===== src/rtl/multi_channel_counter_pkg.sv =====
// Shared types and helpers for the multi-channel counter bank.
//   snap_state_e : snapshot readout FSM states
//   ch_width()   : channel index width for a given channel count (never below 1)
package multi_channel_counter_pkg;

    typedef enum logic [0:0] {
        SNAP_IDLE   = 1'b0,
        SNAP_STREAM = 1'b1
    } snap_state_e;

    function automatic int unsigned ch_width(input int unsigned num_ch);
        return (num_ch <= 1) ? 1 : $clog2(num_ch);
    endfunction

endpackage


===== src/rtl/multi_channel_counter_if.sv =====
// Snapshot readout stream of the multi-channel counter bank.
//   snap_req   : sink -> counter, request a snapshot
//   snap_ready : sink -> counter, sink accepts the current beat
//   snap_busy  : counter -> sink, stream in progress
//   snap_valid : counter -> sink, beat valid
//   snap_ch    : counter -> sink, channel index of the current beat
//   snap_data  : counter -> sink, captured value of snap_ch
// master = counter bank side, slave = sink side.
interface multi_channel_counter_if #(
    parameter int unsigned NUM_CH = 5,
    parameter int unsigned WIDTH  = 8
) ();
    import multi_channel_counter_pkg::*;

    localparam int unsigned CH_W = ch_width(NUM_CH);

    logic            snap_req;
    logic            snap_ready;
    logic            snap_busy;
    logic            snap_valid;
    logic [CH_W-1:0] snap_ch;
    logic [WIDTH-1:0] snap_data;

    modport master (
        input  snap_req,
        input  snap_ready,
        output snap_busy,
        output snap_valid,
        output snap_ch,
        output snap_data
    );

    modport slave (
        output snap_req,
        output snap_ready,
        input  snap_busy,
        input  snap_valid,
        input  snap_ch,
        input  snap_data
    );

endinterface


===== src/rtl/counter_channel.sv =====
// One up/down counter channel with clear, load and terminal-count pulse.
//   clock, reset : clock and asynchronous active-high reset
//   clr          : synchronous clear (highest priority)
//   load         : load load_value (second priority)
//   en, dir      : count enable, direction (1 = up, 0 = down)
//   count        : registered counter value
//   tc           : registered terminal-count pulse, high with the wrapped/held value
module counter_channel #(
    parameter int unsigned WIDTH    = 8,
    parameter int unsigned SATURATE = 0
) (
    input  logic             clock,
    input  logic             reset,
    input  logic             clr,
    input  logic             load,
    input  logic [WIDTH-1:0] load_value,
    input  logic             en,
    input  logic             dir,
    output logic [WIDTH-1:0] count,
    output logic             tc
);

    logic [WIDTH-1:0] count_q, count_d;
    logic             tc_q, tc_d;

    always_comb begin
        count_d = count_q;
        tc_d    = 1'b0;
        if (clr) begin
            count_d = '0;
        end else if (load) begin
            count_d = load_value;
        end else if (en) begin
            if (dir) begin
                if (count_q == '1) begin
                    tc_d    = 1'b1;
                    count_d = (SATURATE != 0) ? count_q : '0;
                end else begin
                    count_d = count_q + WIDTH'(1);
                end
            end else begin
                if (count_q == '0) begin
                    tc_d    = 1'b1;
                    count_d = (SATURATE != 0) ? count_q : '1;
                end else begin
                    count_d = count_q - WIDTH'(1);
                end
            end
        end
    end

    always_ff @(posedge clock or posedge reset) begin
        if (reset) begin
            count_q <= '0;
            tc_q    <= 1'b0;
        end else begin
            count_q <= count_d;
            tc_q    <= tc_d;
        end
    end

    assign count = count_q;
    assign tc    = tc_q;

endmodule


===== src/rtl/multi_channel_counter.sv =====
// Bank of NUM_CH independent counters with an atomic snapshot readout stream.
//   clock, reset          : clock and asynchronous active-high reset
//   en, clr, dir          : per-channel enable, synchronous clear, direction
//   load_valid/ch/value   : load strobe, target channel, value (out-of-range ch ignored)
//   count                 : packed counters, channel i at [i*WIDTH +: WIDTH]
//   tc                    : per-channel terminal-count pulse
//   snap                  : snapshot request / valid-ready beat stream
module multi_channel_counter
    import multi_channel_counter_pkg::*;
#(
    parameter int unsigned NUM_CH   = 5,
    parameter int unsigned WIDTH    = 8,
    parameter int unsigned SATURATE = 0,
    localparam int unsigned CH_W    = ch_width(NUM_CH)
) (
    input  logic                    clock,
    input  logic                    reset,
    input  logic [NUM_CH-1:0]       en,
    input  logic [NUM_CH-1:0]       clr,
    input  logic [NUM_CH-1:0]       dir,
    input  logic                    load_valid,
    input  logic [CH_W-1:0]         load_ch,
    input  logic [WIDTH-1:0]        load_value,
    output logic [NUM_CH*WIDTH-1:0] count,
    output logic [NUM_CH-1:0]       tc,
    multi_channel_counter_if.master snap
);

    logic [WIDTH-1:0]  cnt_w [NUM_CH];
    logic [NUM_CH-1:0] load_hit;

    for (genvar i = 0; i < NUM_CH; i++) begin : g_ch
        assign load_hit[i] = load_valid && (load_ch == CH_W'(i));

        counter_channel #(
            .WIDTH    (WIDTH),
            .SATURATE (SATURATE)
        ) u_ch (
            .clock      (clock),
            .reset      (reset),
            .clr        (clr[i]),
            .load       (load_hit[i]),
            .load_value (load_value),
            .en         (en[i]),
            .dir        (dir[i]),
            .count      (cnt_w[i]),
            .tc         (tc[i])
        );

        assign count[i*WIDTH +: WIDTH] = cnt_w[i];
    end

    // Snapshot engine
    snap_state_e      state_q, state_d;
    logic [CH_W-1:0]  ch_q, ch_d;
    logic [CH_W-1:0]  ch_next;
    logic [WIDTH-1:0] data_q, data_d;
    logic [WIDTH-1:0] snap_mem_q [NUM_CH];
    logic             capture;

    assign ch_next = ch_q + CH_W'(1);

    always_comb begin
        state_d = state_q;
        ch_d    = ch_q;
        data_d  = data_q;
        capture = 1'b0;
        unique case (state_q)
            SNAP_IDLE: begin
                if (snap.snap_req) begin
                    // cnt_w still holds pre-edge values, so the capture is atomic.
                    capture = 1'b1;
                    state_d = SNAP_STREAM;
                    ch_d    = '0;
                    data_d  = cnt_w[0];
                end
            end
            SNAP_STREAM: begin
                if (snap.snap_ready) begin
                    if (ch_q == CH_W'(NUM_CH - 1)) begin
                        state_d = SNAP_IDLE;
                        ch_d    = '0;
                        data_d  = '0;
                    end else begin
                        ch_d   = ch_next;
                        data_d = snap_mem_q[ch_next];
                    end
                end
            end
        endcase
    end

    always_ff @(posedge clock or posedge reset) begin
        if (reset) begin
            state_q <= SNAP_IDLE;
            ch_q    <= '0;
            data_q  <= '0;
        end else begin
            state_q <= state_d;
            ch_q    <= ch_d;
            data_q  <= data_d;
        end
    end

    always_ff @(posedge clock or posedge reset) begin
        if (reset) begin
            for (int i = 0; i < NUM_CH; i++) begin
                snap_mem_q[i] <= '0;
            end
        end else if (capture) begin
            for (int i = 0; i < NUM_CH; i++) begin
                snap_mem_q[i] <= cnt_w[i];
            end
        end
    end

    assign snap.snap_busy  = (state_q == SNAP_STREAM);
    assign snap.snap_valid = (state_q == SNAP_STREAM);
    assign snap.snap_ch    = ch_q;
    assign snap.snap_data  = data_q;

endmodule


===== src/flat_wrapper.sv =====
// flat-port wrapper written by rule: the top's interface ports become plain ports
module multi_channel_counter_flat import multi_channel_counter_pkg::*;
#(
    parameter int unsigned NUM_CH   = 5,
    parameter int unsigned WIDTH    = 8,
    parameter int unsigned SATURATE = 0,
    localparam int unsigned CH_W    = ch_width(NUM_CH)
)
  (clock, reset, en, clr, dir, load_valid, load_ch, load_value, count, tc, snap_snap_req, snap_snap_ready, snap_snap_busy, snap_snap_valid, snap_snap_ch, snap_snap_data);
  multi_channel_counter_if #(.NUM_CH(NUM_CH), .WIDTH(WIDTH)) snap_i ();
  input  logic clock;
  input  logic reset;
  input  logic [NUM_CH-1:0] en;
  input  logic [NUM_CH-1:0] clr;
  input  logic [NUM_CH-1:0] dir;
  input  logic load_valid;
  input  logic [CH_W-1:0] load_ch;
  input  logic [WIDTH-1:0] load_value;
  output logic [NUM_CH*WIDTH-1:0] count;
  output logic [NUM_CH-1:0] tc;
  input wire logic [$bits(snap_i.snap_req)-1:0] snap_snap_req;
  input wire logic [$bits(snap_i.snap_ready)-1:0] snap_snap_ready;
  output wire logic [$bits(snap_i.snap_busy)-1:0] snap_snap_busy;
  output wire logic [$bits(snap_i.snap_valid)-1:0] snap_snap_valid;
  output wire logic [$bits(snap_i.snap_ch)-1:0] snap_snap_ch;
  output wire logic [$bits(snap_i.snap_data)-1:0] snap_snap_data;
  assign snap_i.snap_req = snap_snap_req;
  assign snap_i.snap_ready = snap_snap_ready;
  assign snap_snap_busy = snap_i.snap_busy;
  assign snap_snap_valid = snap_i.snap_valid;
  assign snap_snap_ch = snap_i.snap_ch;
  assign snap_snap_data = snap_i.snap_data;
  multi_channel_counter #(.NUM_CH(NUM_CH), .WIDTH(WIDTH), .SATURATE(SATURATE)) u_core (.clock(clock), .reset(reset), .en(en), .clr(clr), .dir(dir), .load_valid(load_valid), .load_ch(load_ch), .load_value(load_value), .count(count), .tc(tc), .snap(snap_i));
endmodule

===== config.mk =====
export PLATFORM = sky130hd
export DESIGN_NAME = multi_channel_counter_flat
export DESIGN_NICKNAME = d
export VERILOG_FILES = /design/src/rtl/multi_channel_counter_pkg.sv /design/src/rtl/multi_channel_counter_if.sv /design/src/rtl/counter_channel.sv /design/src/rtl/multi_channel_counter.sv /design/src/flat_wrapper.sv
export SDC_FILE = /design/constraint.sdc
export NUM_CORES = 1
export LEC_CHECK = 0
export CORE_ASPECT_RATIO = 0.6
export CORE_UTILIZATION = 50
export DETAILED_ROUTE_END_ITERATION = 10
export DONT_BUFFER_PORTS = 1
export PLACE_DENSITY_LB_ADDON = 0.25
export SKIP_LAST_GASP = 1
export SYNTH_ARGS = -nofsm -noshare
export SYNTH_HDL_FRONTEND = slang
export SYNTH_HIERARCHICAL = 1
export SYNTH_SLANG_ARGS = --single-unit

===== constraint.sdc =====
create_clock -name clock -period 3.65 [get_ports clock]
set_input_delay 0.73 -clock clock [delete_from_list [all_inputs] [get_ports clock]]
set_output_delay 0.73 -clock clock [all_outputs]
set_load 0.05 [all_outputs]

==> reports/summary.md <==
CTS placed an instance of sky130_fd_sc_hd__clkbuf_16 at the clock tree root. The port buffer count works out to 0. The top achievable clock speed was 408 MHz; the number of endpoints with negative hold slack in the final report was 0.

Summed over all failing endpoints, the final setup total negative slack is 0 ns. For the final database, setup skew stands at 0.0104 ns. Wires add up to 21.2 mm. The proportion of synthesized area in mux cells is 4.95%. The number of buffers added to fix hold violations after cts was 0; the synthesized-area fraction occupied by adder cells was 3.08%. The CTS clock-pin slew for the worst setup and hold paths works out to 0.07 ns.

The synthesized design contains 0 enable-type register cells. For the worst-skew pair, the clock arrives at the later sink with an insertion delay of 0.35 ns. The tools report the switching power total as 1900 µW. The H-tree level count came out at 3.

After detailed placement, the design holds a cell count of 938. The tools report the number of optimization iterations in the first detailed-route pass as 6. For the number of distinct library cells after synthesis, the log shows 50. For this run, the leading register cell type out of synthesis is sky130_fd_sc_hd__dfrtp_1. Counting along the longest clock path gives a buffer depth of 2. Global routing consumed, over all layers together, 30.8% of the routing resources. The tools report the combinational power share as 29.5%. The largest driver fanout on the critical path was 12. The area growth from synthesis to layout is 2.63%. STA classifies the critical path endpoint as a flip-flop. In this run, the clock network consumes 22.3% of the power. Setup repair after global routing left no endpoint under its margin. The width of the die works out to 154 µm. STA puts the critical path data required time at 3.86 ns.

In this run switching power makes up 43.6% of total power. The initial antenna violation count came out at 0. The tools report the part of the power in registers as 48.2%. Worst hold-check path type: in -> async.

The number of clock sinks seen by CTS was 97. STA puts the critical path data arrival time at 2.66 ns. Headroom to the max-slew limit: 25.9%. The worst register-to-register path has a setup slack of 1.20 ns.

The worst register-to-register path ends at u_core/g_ch[2].u_ch/count[7]. Counting flops with an async set or reset pin after synthesis yields a share of 100%. After technology mapping, the gate count stands at 842.

The number of flip-flops and latches in the synthesized netlist came out at 97. The share of synthesized area occupied by flip-flops and latches was 35.1%. The internal portion of the total power is 2460 µW. During synthesis, Yosys emitted a total of 6 warnings. The combined buffer and inverter count along the critical path was 1; the slew at the pin closest to its max-slew limit was 1.10 ns.

The largest voltage drop on the vdd net is 391 µV. The final count of pins violating max slew was 0; the net count of the finished layout was 827. The number of global-route vias before repair is 6066. Entering global routing, the biggest net connects 53 pins. Summing every instance area after synthesis gives 6910 µm². Gates resized during post-CTS repair numbered 0. In this run the post-CTS setup repair buffer count came out at 0. The repair_antennas step left the layout with diodes totalling 0.

The total grt overflow was 0. The tools report the worst flop-to-flop path startpoint as u_core/g_ch[2].u_ch/count[0]. By area, the combinational part of the netlist is dominated by compound AO/OA/AOI/OAI gates. Pin placement for this block handled 89 I/O pins. The flow ran to the end, and the final reports show no timing, DRC or antenna violations. In this run the standard cell core region covers 13200 µm². The post-synthesis average cell area was 8.20 µm².

For this block, the initial DRC count from the detailed router was 767. Leakage dissipation: 0.00308 µW. The clock period could shrink to 2.45 ns. The logs give 14300 µm² for the area enclosed by the die boundary and 890 for the post-synth net total. Max-cap violations in this run came to 0.

The power density over cell area was 616 nW/µm²; the routed wire length per instance was 22.2 µm. For the worst flop-to-flop path, the logic depth is 6. On the worst path, the slowest cell contributes a delay of 0.89 ns.

Cells with a size suffix above 1 make up 7.40% of the layout. The critical-path cell with the highest stage delay is sky130_fd_sc_hd__dfrtp_1. Grouping stages by cell kind, the critical path spends the most delay in compound AO/OA/AOI/OAI gates. The number of standard cells in the layout, taps in and fillers out is 954.

Buffers inserted during clock tree synthesis total 9. Traced cell by cell, the critical path runs through inv_1, ha_1, o21bai_1, a31o_2, a221oi_1, a211oi_1. From bottom edge to top edge, the die measures 93.0 µm. The area fraction in compound gates after synthesis was 23.3%. In this run the core area contains 32 standard-cell rows. The type of the worst setup path is reg -> reg. Once detail routing completed, the nets flagged for antenna violations numbered 0. After Yosys synthesis, and, or, nand and nor cells account for 23.2% of the synthesized area. Dividing the detail-routed via count by the number of cells gives 6.78. Routability-driven placement finished with a final weighted congestion of 0.922. Detailed placement ended at an HPWL of 14.9 mm. The area share of xor/xnor cells in the synthesized design was 1.90%. The first global-routing pass estimated 34.1 mm of wire.

After detailed routing, the number of remaining DRC violations is 0. The final period utilization came out at 67.1%. The tools report the via count as 6464. Setup violations remaining at the end of the flow were counted as 0.

The initial utilization of the core area, before any placement, comes to 52.4%. TritonCTS built the clock tree. STA classifies the critical path startpoint as a flip-flop.
## worst max-delay path by stage
stage / end / startpoint / cells past startpoint / slack, ns
floorplan: u_core/snap.snap_data[0] / u_core/snap.snap_ch[0] / 7 / 1.51
global placement: u_core/g_ch[0].u_ch/count[6] / load_valid / 6 / 1.29
detailed placement: u_core/g_ch[0].u_ch/count[7] / load_valid / 5 / 1.19
CTS: u_core/g_ch[2].u_ch/count[7] / u_core/g_ch[2].u_ch/count[0] / 6 / 1.24
global route: u_core/g_ch[2].u_ch/count[7] / u_core/g_ch[2].u_ch/count[0] / 6 / 1.10
finish: u_core/g_ch[2].u_ch/count[7] / u_core/g_ch[2].u_ch/count[0] / 6 / 1.20
## kinds of logic after synthesis
group,after synthesis
AOI/OAI and AO/OA,237
xor gates and xnor gates,15
muxes,24
DFF,97
and+or+nand+nor,323
adders and majority gates,17
buffers and inverters,129
## metal layers
| layer | vias up | routed length [µm] | track usage, % |
|---|---|---|---|
| met3 | 28 | 2300 | 8.53 |
| met2 | 366 | 8970 | 44.7 |
| li1 | 2896 | - | - |
| met5 | - | 0 | 0 |
| met1 | 3174 | 9610 | 45.0 |
| met4 | 0 | 287 | 7.58 |
## cell usage after synthesis (7+ instances only)
| cell | instances | share of area, % |
|---|---|---|
| sky130_fd_sc_hd__a211oi_1 | 10 | 1.1 |
| sky130_fd_sc_hd__a21oi_1 | 45 | 3.3 |
| sky130_fd_sc_hd__a221oi_1 | 10 | 1.3 |
| sky130_fd_sc_hd__a31oi_1 | 23 | 2.1 |
| sky130_fd_sc_hd__buf_2 | 28 | 2.0 |
| sky130_fd_sc_hd__buf_6 | 7 | 1.1 |
| sky130_fd_sc_hd__clkbuf_1 | 42 | 2.3 |
| sky130_fd_sc_hd__dfrtp_1 | 97 | 35 |
| sky130_fd_sc_hd__ha_1 | 17 | 3.1 |
| sky130_fd_sc_hd__inv_1 | 48 | 2.6 |
| sky130_fd_sc_hd__mux2i_1 | 15 | 2.2 |
| sky130_fd_sc_hd__mux4_2 | 8 | 2.6 |
| sky130_fd_sc_hd__nand2_1 | 169 | 9.2 |
| sky130_fd_sc_hd__nand3_1 | 27 | 2.0 |
| sky130_fd_sc_hd__nor2_1 | 45 | 2.4 |
| sky130_fd_sc_hd__nor2b_1 | 8 | 0.72 |
| sky130_fd_sc_hd__nor3_1 | 16 | 1.2 |
| sky130_fd_sc_hd__nor3b_1 | 16 | 1.7 |
| sky130_fd_sc_hd__o211ai_1 | 26 | 2.8 |
| sky130_fd_sc_hd__o21a_1 | 10 | 1.1 |
| sky130_fd_sc_hd__o21ai_0 | 26 | 1.9 |
| sky130_fd_sc_hd__o22ai_1 | 15 | 1.4 |
| sky130_fd_sc_hd__o31ai_1 | 25 | 2.7 |
| sky130_fd_sc_hd__xnor2_1 | 10 | 1.3 |
## registers in the layout, summed over array words and instances (netlist names)
register and count:
u_core/snap_mem_q 40, u_core/g_ch.u_ch/count 40, u_core/snap.snap_data 8, u_core/snap.snap_busy 1, u_core/snap.snap_ch 3, u_core/g_ch.u_ch/tc 5
## power groups by stage
stage | Sequential, µW | Clock (µW) | Combinational, µW
finish | 2100 | 975 | 1290
CTS | 2090 | 993 | 1270
floorplan | 1920 | 0 | 1190
detailed placement | 2110 | 0 | 1270
global placement | 2100 | 0 | 1220
global route | 2140 | 1030 | 1440
## through the flow
| stage | setup slack, ns | power (µW) | util (%) | area [µm²] | hold WS [ns] |
|---|---|---|---|---|---|
| floorplan | 1.51 | 3100 | - | 6910 | 0.441 |
| global placement | 1.29 | 3320 | 51.5 | 6780 | 0.453 |
| detailed placement | 1.19 | 3380 | 51.5 | 6780 | 0.465 |
| CTS | 1.24 | 4360 | 53.8 | 7090 | 0.240 |
| global route | 1.10 | 4610 | 53.8 | 7090 | 0.253 |
| finish | 1.20 | 4370 | 53.8 | 7090 | 0.238 |
## cells in the final DEF (no fill, tap or decap), drive strengths merged, types with 3 or more instances in the layout
cell type  count
o221ai         5
nor2b          8
nand3         27
a211oi        10
clkinv         4
nor4          10
and4          10
nand2        169
o2bb2ai        5
a22oi          5
o22ai         15
mux4           8
and2           6
clkbuf         9
inv           49
nor3b         17
dfrtp         97
a31o           5
nor3          16
a21o           5
o21a          10
and3b          3
o21bai         5
or4            5
nor2          45
a32oi          5
o21ai         26
a221oi        10
o32ai          5
a21oi         45
buf            7
o211ai        26
xnor2         10
a31oi         23
mux2i         15
a41oi          5
o31ai         25
xor2           5
ha            17
and3           6
## worst register-to-register path, stage by stage, from the launching register on
cell and delay [ns]:
sky130_fd_sc_hd__dfrtp_1 0.89, sky130_fd_sc_hd__inv_1 0.22, sky130_fd_sc_hd__ha_1 0.27, sky130_fd_sc_hd__o21bai_1 0.15
sky130_fd_sc_hd__a31o_2 0.28, sky130_fd_sc_hd__a221oi_1 0.37, sky130_fd_sc_hd__a211oi_1 0.14
## layout make-up
cell class	count	area, µm²
clock buffer	9	225
inverter	48	180
tap	170	213
clock inverter	7	80.1
multi-input combinational	616	3910
timing repair buffer	7	52.6
sequential	97	2430
fill	1214	6080
Note: power is estimated with default switching activity, not from simulation.
